==> config.mk <==
export PLATFORM = sky130hd
export DESIGN_NAME = uart_tx_arbiter
export DESIGN_NICKNAME = d
export VERILOG_FILES = /design/src/rtl/uart_tx_arbiter.sv
export SDC_FILE = /design/constraint.sdc
export NUM_CORES = 1
export LEC_CHECK = 0
export CAP_MARGIN = 20
export CORE_MARGIN = 2
export CORE_UTILIZATION = 35
export CTS_BUF_LIST = sky130_fd_sc_hd__clkbuf_8
export DETAILED_ROUTE_END_ITERATION = 8
export GPL_ROUTABILITY_DRIVEN = 0
export PLACE_DENSITY = 0.78
export REMOVE_ABC_BUFFERS = 1
export SYNTH_ARGS = -nofsm -noshare
export SYNTH_HDL_FRONTEND = slang
export SYNTH_SLANG_ARGS = --single-unit
==> constraint.sdc <==
create_clock -name clk -period 2.09 [get_ports clk]
set_input_delay 0.418 -clock clk [delete_from_list [all_inputs] [get_ports clk]]
set_output_delay 0.418 -clock clk [all_outputs]
set_load 0.01 [all_outputs]
==> src/rtl/uart_tx_arbiter.sv <==
// Round-robin arbiter sharing one uart transmitter among NUM_REQ byte requesters.
// Optional start-timeout watchdog is enabled by defining UART_ARB_TIMEOUT_EN.
module uart_tx_arbiter #(
    parameter int NUM_REQ        = 4,
    parameter int GID_W          = 2,
    parameter int TIMEOUT_CYCLES = 10416
) (
    input  logic                 clk,
    input  logic                 reset,
    input  logic [NUM_REQ-1:0]   req_valid,
    input  logic [8*NUM_REQ-1:0] req_data,
    output logic [NUM_REQ-1:0]   req_ready,
    input  logic [7:0]           uart_ctrl_in,
    output logic                 uart_tx_en,
    output logic [7:0]           uart_tx_data,
    output logic                 busy,
    output logic [GID_W-1:0]     grant_id,
    output logic                 tx_done,
    output logic                 tx_err
);

    typedef enum logic [1:0] {
        ST_IDLE    = 2'd0,
        ST_START   = 2'd1,
        ST_SENDING = 2'd2
    } state_t;

    state_t             state_r, state_s;
    logic [NUM_REQ-1:0] req_ready_r, req_ready_s;
    logic               tx_en_r, tx_en_s;
    logic [7:0]         tx_data_r, tx_data_s;
    logic [GID_W-1:0]   grant_id_r, grant_id_s;
    logic               tx_done_r, tx_done_s;
    logic               tx_err_r, tx_err_s;
    logic               sending_prev_r;
    logic               sending_s;
    logic               sending_rise_s;
    logic               any_valid_s;
    logic [GID_W-1:0]   winner_s;
    logic               unused_ctrl_s;

    assign sending_s      = uart_ctrl_in[1];
    assign sending_rise_s = sending_s & ~sending_prev_r;
    assign unused_ctrl_s  = ^{uart_ctrl_in[7:2], uart_ctrl_in[0]};

`ifdef UART_ARB_TIMEOUT_EN
    logic [15:0] cnt_r, cnt_s;
`else
    localparam int unused_timeout = TIMEOUT_CYCLES;
`endif

    // Round-robin search: the last hit in the descending scan is nearest to grant_id+1
    always_comb begin
        any_valid_s = 1'b0;
        winner_s    = {GID_W{1'b0}};
        for (int k = NUM_REQ; k >= 1; k--) begin
            if (req_valid[(int'(grant_id_r) + k) % NUM_REQ]) begin
                any_valid_s = 1'b1;
                winner_s    = GID_W'((int'(grant_id_r) + k) % NUM_REQ);
            end else begin
                any_valid_s = any_valid_s;
            end
        end
    end

    // Next-state and next-output logic for the transfer sequencer
    always_comb begin
        state_s     = state_r;
        req_ready_s = {NUM_REQ{1'b0}};
        tx_en_s     = tx_en_r;
        tx_data_s   = tx_data_r;
        grant_id_s  = grant_id_r;
        tx_done_s   = 1'b0;
        tx_err_s    = 1'b0;
`ifdef UART_ARB_TIMEOUT_EN
        cnt_s       = cnt_r;
`endif
        case (state_r)
            ST_IDLE: begin
                if (any_valid_s) begin
                    req_ready_s = NUM_REQ'(1) << winner_s;
                    tx_en_s     = 1'b1;
                    tx_data_s   = req_data[8*int'(winner_s) +: 8];
                    grant_id_s  = winner_s;
                    state_s     = ST_START;
`ifdef UART_ARB_TIMEOUT_EN
                    cnt_s       = 16'd0;
`endif
                end else begin
                    tx_en_s = 1'b0;
                end
            end
            ST_START: begin
                // Only a fresh rise counts, so a frame already in flight is not mistaken for ours
                if (sending_rise_s) begin
                    tx_en_s = 1'b0;
                    state_s = ST_SENDING;
                end else begin
`ifdef UART_ARB_TIMEOUT_EN
                    if (cnt_r == 16'(TIMEOUT_CYCLES - 1)) begin
                        tx_en_s  = 1'b0;
                        tx_err_s = 1'b1;
                        state_s  = ST_IDLE;
                    end else begin
                        tx_en_s = 1'b1;
                        cnt_s   = cnt_r + 16'd1;
                    end
`else
                    tx_en_s = 1'b1;
`endif
                end
            end
            ST_SENDING: begin
                if (!sending_s) begin
                    tx_done_s = 1'b1;
                    state_s   = ST_IDLE;
                end else begin
                    state_s = ST_SENDING;
                end
            end
            default: begin
                tx_en_s = 1'b0;
                state_s = ST_IDLE;
            end
        endcase
    end

    // State and registered-output flops
    always_ff @(posedge clk or negedge reset) begin
        if (!reset) begin
            state_r        <= ST_IDLE;
            req_ready_r    <= {NUM_REQ{1'b0}};
            tx_en_r        <= 1'b0;
            tx_data_r      <= 8'h00;
            grant_id_r     <= GID_W'(NUM_REQ - 1);
            tx_done_r      <= 1'b0;
            tx_err_r       <= 1'b0;
            sending_prev_r <= 1'b0;
`ifdef UART_ARB_TIMEOUT_EN
            cnt_r          <= 16'd0;
`endif
        end else begin
            state_r        <= state_s;
            req_ready_r    <= req_ready_s;
            tx_en_r        <= tx_en_s;
            tx_data_r      <= tx_data_s;
            grant_id_r     <= grant_id_s;
            tx_done_r      <= tx_done_s;
            tx_err_r       <= tx_err_s;
            sending_prev_r <= sending_s;
`ifdef UART_ARB_TIMEOUT_EN
            cnt_r          <= cnt_s;
`endif
        end
    end

    assign req_ready    = req_ready_r;
    assign uart_tx_en   = tx_en_r;
    assign uart_tx_data = tx_data_r;
    assign busy         = (state_r != ST_IDLE);
    assign grant_id     = grant_id_r;
    assign tx_done      = tx_done_r;
    assign tx_err       = tx_err_r;

endmodule

==> metrics.md <==
| Metric | Value |
|---|---|
| Hpwl dp | 2610 um |
| Post-synth top flop | dfrtp_1 |
| Routed wire per std cell | 15.6 um |
| CTS Sinks | 19 |
| Flops & latches, synth | 19 |
| Warnings from Yosys | 0 |
| M1 GR Usage | 26.8% |
| Slew margin rel. | 59.3% |
| Ys async rst share | 100% |
| Setup Skew | 0.00342 ns |
| CP startpoint kind | flip-flop |
| Initial Utilization | 36.2% |
| Fin nets | 220 |
| Grt met3 use | 2.60% |
| Required time of the critical path | 2.23 ns |
| Crit-path max FO | 8 |
| Largest family of logic cells by synthesized area | compound AO/OA/AOI/OAI gates |
| Global-route wire length before repair | 5240 um |
| P_int | 1230 uW |
| Psw | 643 uW |
| Sw Share | 34.3% |
| Combinational power share | 55.6% |
| Die width | 60.0 um |
| Post-Synthesis Cells | 104 |
| Clock transition at the registers of the reported paths | 0.07 ns |
| DP Cell Count | 213 |
| Setup Buffers After CTS | 0 |
| Simple-Gate Fraction of Synth Area | 18.3% |
| GRT Util Overall | 19.6% |
| Most frequent cells in the layout | clkdlybuf4s50_1 (51), dfrtp_1 (17), buf_4 (15) |
| Reg2Reg Capture Point | uart_tx_data[3]$_DFFE_PN0P_ |
| Die H | 60.0 um |
| Average size of a mapped cell | 10.5 um2 |
| Final worst path period share | 98.5% |
| Synth Area in Compound Gates | 24.0% |
| Worst Path Arrival | 2.20 ns |
| Reg-to-Reg Start | grant_id[0]$_DFFE_PN1P_ |
| Core area | 0.00303 mm2 |
| Final Non-Filler Cells | 217 |
| Setup CP Type | reg2reg |
| Total CTS buffers | 3 |
| Largest net degree at the start of global routing | 13 |
| Rows | 20 |
| Post-synth cell types | 33 |
| Fillcell total | 268 |
| Vias | 1141 |
| Maxcap violations | 0 |
| Clock buffer depth | 2 |
| Sequential share of power | 30.8% |
| N_diodes | 0 |
| Placement Cell Area | 0.00180 mm2 |
| Most common cell after layout, fill and taps aside | clkdlybuf4s50_1 |
| Setup ws final | 0.0323 ns |
| Die area | 0.00360 mm2 |
| Worst Reg2Reg Path Length in Cells | 6 |
| Global routing usage on met2 | 31.8% |
| Register-to-Register Setup Slack | 0.03 ns |
| Part of the Yosys area used for sequential elements | 43.6% |
| RSZ-0062 raised after global routing | yes |
| Status | completed |
| I/O Buffers | 55 |
| Worst slew pin tran | 0.607 ns |
| Fmax | 486 MHz |
| CTS tree | yes |
| TNS Setup | 0 ns |
| Final core occ | 61.0% |
| Clk_lat worst skew | 0.26 ns |
| Post-place setup slack | -0.404 ns |
| Vias in the first global route | 1114 |
| Post-synthesis mux area share | 10.3% |
| Drt drc | 0 |
| Final ANT Viol Nets | 0 |
| Post-synth EDFFs | 0 |
| Initial antenna violation count | 0 |
| Post-CTS Hold Buffers | 0 |
| Root buf cell | clkbuf_8 |
| Synth-to-Final Area Change | 68.4% |
| Clock power share | 13.7% |
| Leakage power | 0.000786 uW |
| Ratio of cells with drive above 1 in the final layout | 19.7% |
| Setup violators final | 0 |
| # IOs | 64 |
| Critical path capture point type | flip-flop |
| Xor/xnor share of the synthesized area | 0% |
| Pre-antenna DRT Iters | 4 |
| Design Area, Final | 0.00185 mm2 |
| Hold Fails Final Rpt | 0 |
| Most Crowded Layer GR | met2 |
| Grt total ovfl | 0 |
| Final WL | 3380 um |
| Fin crit period | 2.06 ns |
| Vias per cell | 5.26 |
| PwrDens | 1020 mW/mm2 |
| HP Class | in2async |
| H-tree levels | 1 |
| Adder-cell share of the synthesized area | 0% |
| Synth Cell Area | 0.00110 mm2 |
| Initial detailed-routing violation count | 81 |
| Max-slew violations | 0 |
| Peak supply drop | 0.402 mV |
-- cell type report --
class	instances	area [um2]	area share, %
timing repair buffer	71	678	36.7
multi-input combinational	79	589	31.9
sequential	19	478	25.9
tap	44	55.1	2.98
clock buffer	3	41.3	2.24
clock inverter	1	3.75	0.203
-- kinds of logic (layout without fill, tap and decap cells) --
logic type,Yosys count,in the layout
compound gates,36,36
buf+inv,6,75
flops,19,19
mux,8,8
other cells,1,1
simple gates,34,34
-- what timing repair did --
| action | 4_1_cts | 5_1_grt |
|---|---|---|
| resized for setup | 6 | 0 |
| pin swaps | 1 | 0 |
| endpoints found under the setup margin | 9 | 5 |
-- critical path: stages, from the launching register on --
cell and delay, ns:
dfstp_2 0.53, and2b_1 0.19, o21a_1 0.23, nor3_4 0.18
buf_12 0.16, mux2_2 0.33, a221o_1 0.32
-- stage by stage --
step           hold WS, ns  power (uW)
5_1_grt              0.499        1980
3_3_place_gp         0.462        1590
4_1_cts              0.480        1880
6_report             0.462        1870
3_5_place_dp         0.473        1620
2_1_floorplan        0.122        1070
-- how the worst max path moves through the flow --
stage | slack [ns] | endpoint | start
finish | 0.03 | uart_tx_data[3]$_DFFE_PN0P_ | grant_id[0]$_DFFE_PN1P_
global route | -0.04 | uart_tx_data[4]$_DFFE_PN0P_ | grant_id[0]$_DFFE_PN1P_
CTS | 0.04 | uart_tx_data[4]$_DFFE_PN0P_ | grant_id[0]$_DFFE_PN1P_
detailed placement | -0.40 | uart_tx_data[4]$_DFFE_PN0P_ | req_valid[3]
global placement | -0.34 | uart_tx_data[3]$_DFFE_PN0P_ | req_valid[3]
floorplan | -0.24 | uart_tx_data[3]$_DFFE_PN0P_ | grant_id[0]$_DFFE_PN1P_
-- registers in the layout (all words and copies together), names as in the netlist --
signal	count
sending_prev_r	1
uart_tx_data	8
req_ready	4
tx_done	1
state_r	2
uart_tx_en	1
grant_id	2
-- power by group through the flow --
stage	logic (uW)	clock network, uW	registers [uW]
global route	1120	272	593
floorplan	440	0	628
finish	1040	256	577
detailed placement	1040	0	581
global placement	1010	0	578
CTS	1040	258	575
-- cell usage after synthesis, types with 2 or more instances --
master,instances,share of area (%)
a21oi_1,9,4.1
nor2_1,7,2.4
nand2_1,3,1.0
dfrtp_1,17,39
o21ai_0,4,1.8
buf_4,2,1.4
nor2b_1,4,2.3
a221o_1,8,7.3
o31ai_1,8,5.5
a21o_1,2,1.4
o21a_1,2,1.4
nand2b_1,3,1.7
nand4_1,8,4.6
mux2_4,6,8.2
dfstp_2,2,4.8
mux2_2,2,2.1
-- metal layers --
layer  wire length, um  vias up
li1                  -      539
met1              1460      543
met2              1670       51
met3               202        8
met4                51        0
met5                 0        -
No activity file was read; power rests on OpenSTA's default activity.
